## src/rtl/alu_result_fifo.sv

```systemverilog
// Result buffer behind the 8-bit ALU: captures {co, y, op} on push and presents
// entries first-word-fall-through over valid/ready, with a sticky overflow flag.
module alu_result_fifo #(
  parameter int DATA_W = 8,
  parameter int OP_W   = 4,
  parameter int DEPTH  = 4
) (
  input  logic                     clk,
  input  logic                     reset,
  input  logic                     wr_en_in,
  input  logic [DATA_W-1:0]        y_in,
  input  logic                     co_in,
  input  logic [OP_W-1:0]          op_in,
  input  logic                     rd_ready_in,
  output logic                     rd_valid_out,
  output logic [DATA_W-1:0]        rd_y_out,
  output logic                     rd_co_out,
  output logic [OP_W-1:0]          rd_op_out,
  output logic [$clog2(DEPTH):0]   count_out,
  output logic                     full_out,
  output logic                     empty_out,
  output logic                     ovf_out,
  input  logic                     clr_ovf_in
);

  localparam int PTR_W   = $clog2(DEPTH);
  localparam int CNT_W   = PTR_W + 1;
  localparam int ENTRY_W = 1 + DATA_W + OP_W;
  localparam logic [CNT_W-1:0] FULL_CNT = CNT_W'(DEPTH);

  logic [ENTRY_W-1:0] mem [DEPTH];
  logic [PTR_W-1:0]   wr_ptr;
  logic [PTR_W-1:0]   rd_ptr;
  logic [CNT_W-1:0]   count;
  logic               ovf;
  logic               pop;
  logic               push;
  logic               drop;

  always_comb begin
    pop  = (count != '0) & rd_ready_in;
    // A pop on the same edge frees the slot, so a full FIFO still accepts the push.
    push = wr_en_in & ((count != FULL_CNT) | pop);
    drop = wr_en_in & (count == FULL_CNT) & ~pop;
  end

  always_ff @(posedge clk or negedge reset) begin
    if (!reset) begin
      wr_ptr <= '0;
      rd_ptr <= '0;
      count  <= '0;
      ovf    <= 1'b0;
    end else begin
      if (push) wr_ptr <= wr_ptr + 1'b1;
      if (pop)  rd_ptr <= rd_ptr + 1'b1;
      case ({push, pop})
        2'b10:   count <= count + 1'b1;
        2'b01:   count <= count - 1'b1;
        default: count <= count;
      endcase
      if (drop)            ovf <= 1'b1;
      else if (clr_ovf_in) ovf <= 1'b0;
    end
  end

  // Storage needs no reset; empty masking below hides stale contents.
  always_ff @(posedge clk) begin
    if (push) mem[wr_ptr] <= {co_in, y_in, op_in};
  end

  always_comb begin
    rd_valid_out = (count != '0);
    if (count == '0) begin
      rd_co_out = 1'b0;
      rd_y_out  = '0;
      rd_op_out = '0;
    end else begin
      {rd_co_out, rd_y_out, rd_op_out} = mem[rd_ptr];
    end
    count_out = count;
    full_out  = (count == FULL_CNT);
    empty_out = (count == '0);
    ovf_out   = ovf;
  end

endmodule

```

## config.mk

```make
export PLATFORM = sky130hd
export DESIGN_NAME = alu_result_fifo
export DESIGN_NICKNAME = d
export VERILOG_FILES = /design/src/rtl/alu_result_fifo.sv
export SDC_FILE = /design/constraint.sdc
export NUM_CORES = 1
export LEC_CHECK = 0
export CELL_PAD_IN_SITES_DETAIL_PLACEMENT = 1
export CELL_PAD_IN_SITES_GLOBAL_PLACEMENT = 2
export CORE_MARGIN = 4
export CORE_UTILIZATION = 39
export CTS_CLUSTER_DIAMETER = 60
export DETAILED_ROUTE_END_ITERATION = 7
export GPL_ROUTABILITY_DRIVEN = 0
export PLACE_DENSITY_LB_ADDON = 0.12
export SLEW_MARGIN = 10
export SYNTH_ARGS = -nofsm -noshare
export SYNTH_HDL_FRONTEND = slang
export SYNTH_SLANG_ARGS = --single-unit
```

## constraint.sdc

```tcl
create_clock -name clk -period 2.8 [get_ports clk]
set_input_delay 0.42 -clock clk [delete_from_list [all_inputs] [get_ports clk]]
set_output_delay 0.42 -clock clk [all_outputs]
set_load 0.005 [all_outputs]
```

==> flow_summary.json <==
{
  "r2r_end": "count_out[1]$_DFFE_PN0P_",
  "syn_nets": 166,
  "slew_headroom_pct": 60.6,
  "n_antenna_cell": 0,
  "ys_types": 36,
  "antenna_left": 0,
  "post_cts_buffers": 0,
  "first_iter_violations": 70,
  "syn_inst": 143,
  "grt_antenna_before_repair": 0,
  "dieHeight_um": 89.1,
  "drive_above_1_share_pct": 16.8,
  "vias_per_cell": 5.06,
  "worstPathRequired_ns": 2.38,
  "stdcell_count": 273,
  "min_path_type": "in -> async",
  "die-area_um2": 7940,
  "seqPwrFrac_pct": 38.7,
  "ys_seq_elements": 60,
  "ys_seq_area_share_pct": 68.6,
  "period_minus_slack_ns": 2.64,
  "multiInputGateArea_um2": 714,
  "hold_slack_ns": 0.384,
  "fp-row-count": 29,
  "grtUsageMet3_pct": 4.70,
  "clkLatencyLatePin_ns": 0.33,
  "finalSetupViolCount": 0,
  "layout.nets": 214,
  "critPathKind": "reg -> out",
  "worstPathArrival_ns": 2.22,
  "regArea_um2": 1760,
  "post-route-period-util_pct": 94.1,
  "finalClockSkew_ns": 0.00514,
  "drc": 0,
  "clockBufferDepth": 2,
  "worstRegToRegCells": 6,
  "coreArea_um2": 6390,
  "synth_area_leaders": "edfxtp_1 (61%), dfrtp_1 (7.8%), mux4_2 (7.0%), mux4_1 (5.1%), and2_1 (4.1%)",
  "grt-busiest-layer": "met2",
  "dp_hpwl_um": 3390,
  "port_buffers": 37,
  "hold_violations": 0,
  "r2r-start": "count_out[2]$_DFFE_PN0P_",
  "drv_slew": 0,
  "fmax_ghz": 0.379,
  "swShare_pct": 27.6,
  "drv_cap": 0,
  "htree_num_levels": 3,
  "p_sw_uw": 917,
  "netlist_area_um2": 2570,
  "cts_sinks": 60,
  "post_drt_wl_per_cell_um": 18.4,
  "grt-ovfl-total": 0,
  "rrSetupSlack_ns": 0.40,
  "startpoint_type": "flip-flop",
  "postSynthAreaPerCell_um2": 17.9,
  "pwr-share-comb_pct": 36.9,
  "boundaryPins": 38,
  "p_clk_share_pct": 24.5,
  "dpl.cell_count": 257,
  "worst-path-max-fanout": 18,
  "intPower_uw": 2410,
  "clk_pin_slew_ns": 0.06,
  "grt_max_degree": 19,
  "worst_pin_slew_ns": 0.592,
  "power.density_nw_per_um2": 1030,
  "ir_drop_mv": 0.504,
  "grt_first_pass_wirelength_um": 8060,
  "status": "complete, no violations",
  "setup_tns_ns": 0,
  "endpoint_kind": "primary output",
  "cts-root-buf": "clkbuf_8",
  "grt_use_met2_pct": 24.2,
  "start_util_pct": 40.2,
  "rsz0062_at_grt": "no",
  "cts_resized": 0,
  "vias": 1381,
  "ys_warn_count": 0,
  "track_usage_pct": 14.7,
  "p_leak_uw": 0.00117,
  "fillers": 609,
  "grt_util_met1_pct": 16.9,
  "yosys.area.top_type_share_pct": 60.8,
  "dr.pass1.iters": 4,
  "area_growth_pct": 26.2,
  "die_w_um": 89.1,
  "grt_pass1_vias": 1551,
  "cts_tree": "done",
  "numCtsBuffers": 9,
  "synth_area_leader_cell": "edfxtp_1",
  "ctsHoldBuffers": 0,
  "wirelength_um": 5030
}
## critical path: stages, from the launching register on
cell and delay [ns]:
dfrtp_1 0.48, or3_1 0.68, and2_1 0.27, clkdlybuf4s50_1 0.45
## sequential cells by signal, summed over array words and instances, names as in the netlist
name	count
count_out	3
mem	52
ovf_out	1
rd_ptr	2
wr_ptr	2
## layout make-up
cell class | instances | share of cell area [%]
sequential | 60 | 54.4
multi-input combinational | 67 | 22.1
timing repair buffer | 45 | 13.3
clock buffer | 10 | 3.94
tap | 77 | 2.97
clock inverter | 6 | 2.43
inverter | 8 | 0.927
## power by group through the flow
| stage | Clock, µW | Sequential (µW) | Combinational [µW] |
|---|---|---|---|
| after global routing | 892 | 1310 | 1350 |
| after detailed placement | 0 | 1310 | 1250 |
| final | 814 | 1290 | 1230 |
| after global placement | 0 | 1290 | 1230 |
| after floorplan | 0 | 1270 | 718 |
| after CTS | 835 | 1290 | 1260 |
## logic make-up after synthesis
| family | synth area share [%] |
|---|---|
| AOI/OAI and AO/OA | 3.51 |
| xor gates and xnor gates | 1.02 |
| adders and majority gates | 2.73 |
| buffers and inverters | 3.51 |
| DFF | 68.6 |
| muxes | 12.6 |
| and+or+nand+nor | 8.00 |
## how the worst max path moves through the flow
| stage | to | cells past startpoint | startpoint | slack (ns) |
|---|---|---|---|---|
| after floorplan | count_out[1]$_DFFE_PN0P_ | 9 | count_out[1]$_DFFE_PN0P_ | 0.70 |
| after global placement | count_out[2]$_DFFE_PN0P_ | 7 | rd_ready_in | 0.43 |
| after detailed placement | count_out[2]$_DFFE_PN0P_ | 7 | rd_ready_in | 0.27 |
| after CTS | rd_y_out[6] | 3 | count_out[2]$_DFFE_PN0P_ | 0.09 |
| after global routing | rd_y_out[3] | 3 | count_out[2]$_DFFE_PN0P_ | 0.002 |
| final | rd_y_out[3] | 3 | count_out[2]$_DFFE_PN0P_ | 0.16 |
## layer usage
layer  wire length, µm  vias to the layer above
li1                  -                      643
met3               198                       10
met5                 0                        -
met4               119                        0
met1              2040                      700
met2              2670                       28
## cell usage in the layout, fill, tap and decap left out, types with 2 or more instances in the layout
| cell type | instances |
|---|---|
| dfrtp_1 | 8 |
| mux4_2 | 8 |
| o211ai_1 | 2 |
| clkbuf_8 | 9 |
| ha_1 | 4 |
| nor2b_1 | 2 |
| clkdlybuf4s50_1 | 37 |
| nor2_1 | 3 |
| xnor2_1 | 3 |
| bufinv_16 | 2 |
| mux4_1 | 5 |
| edfxtp_1 | 52 |
| o31a_1 | 2 |
| nand3_1 | 2 |
| clkinv_2 | 3 |
| inv_1 | 8 |
| nand2_1 | 2 |
| buf_4 | 8 |
| and2_1 | 17 |
## synthesized netlist by cell type
| library cell | instances |
|---|---|
| and2_1 | 17 |
| nand2_1 | 2 |
| o211ai_1 | 2 |
| nor4bb_1 | 1 |
| nor3b_1 | 1 |
| mux4_1 | 5 |
| or2_2 | 1 |
| clkbuf_2 | 1 |
| nand2b_1 | 1 |
| or3_1 | 1 |
| buf_6 | 1 |
| mux2_2 | 1 |
| xnor2_1 | 3 |
| o31a_1 | 2 |
| o21bai_1 | 1 |
| nor2b_1 | 2 |
| ha_1 | 4 |
| edfxtp_1 | 52 |
| a31oi_1 | 1 |
| inv_1 | 8 |
| nor2_1 | 3 |
| clkbuf_1 | 1 |
| o311ai_0 | 1 |
| nand3b_1 | 1 |
| a32o_1 | 1 |
| buf_2 | 4 |
| mux4_2 | 8 |
| a21oi_1 | 1 |
| dfrtp_1 | 8 |
| nor3_1 | 1 |
| a31oi_2 | 1 |
| fa_1 | 1 |
| nand3_1 | 2 |
| and3b_1 | 1 |
| o31ai_1 | 1 |
| buf_12 | 1 |
## per-stage QoR
| stage | area [µm²] | power (µW) | worst slack [ns] | utilization [%] |
|---|---|---|---|---|
| after global placement | 3030 | 2510 | 0.431 | 47.5 |
| after detailed placement | 3030 | 2560 | 0.266 | 47.5 |
| after global routing | 3240 | 3550 | 0.00236 | 50.7 |
| final | 3240 | 3330 | 0.164 | 50.7 |
| after CTS | 3240 | 3390 | 0.0948 | 50.7 |
| after floorplan | 2570 | 1990 | 0.702 | - |
(Power assumes the default switching activity.)
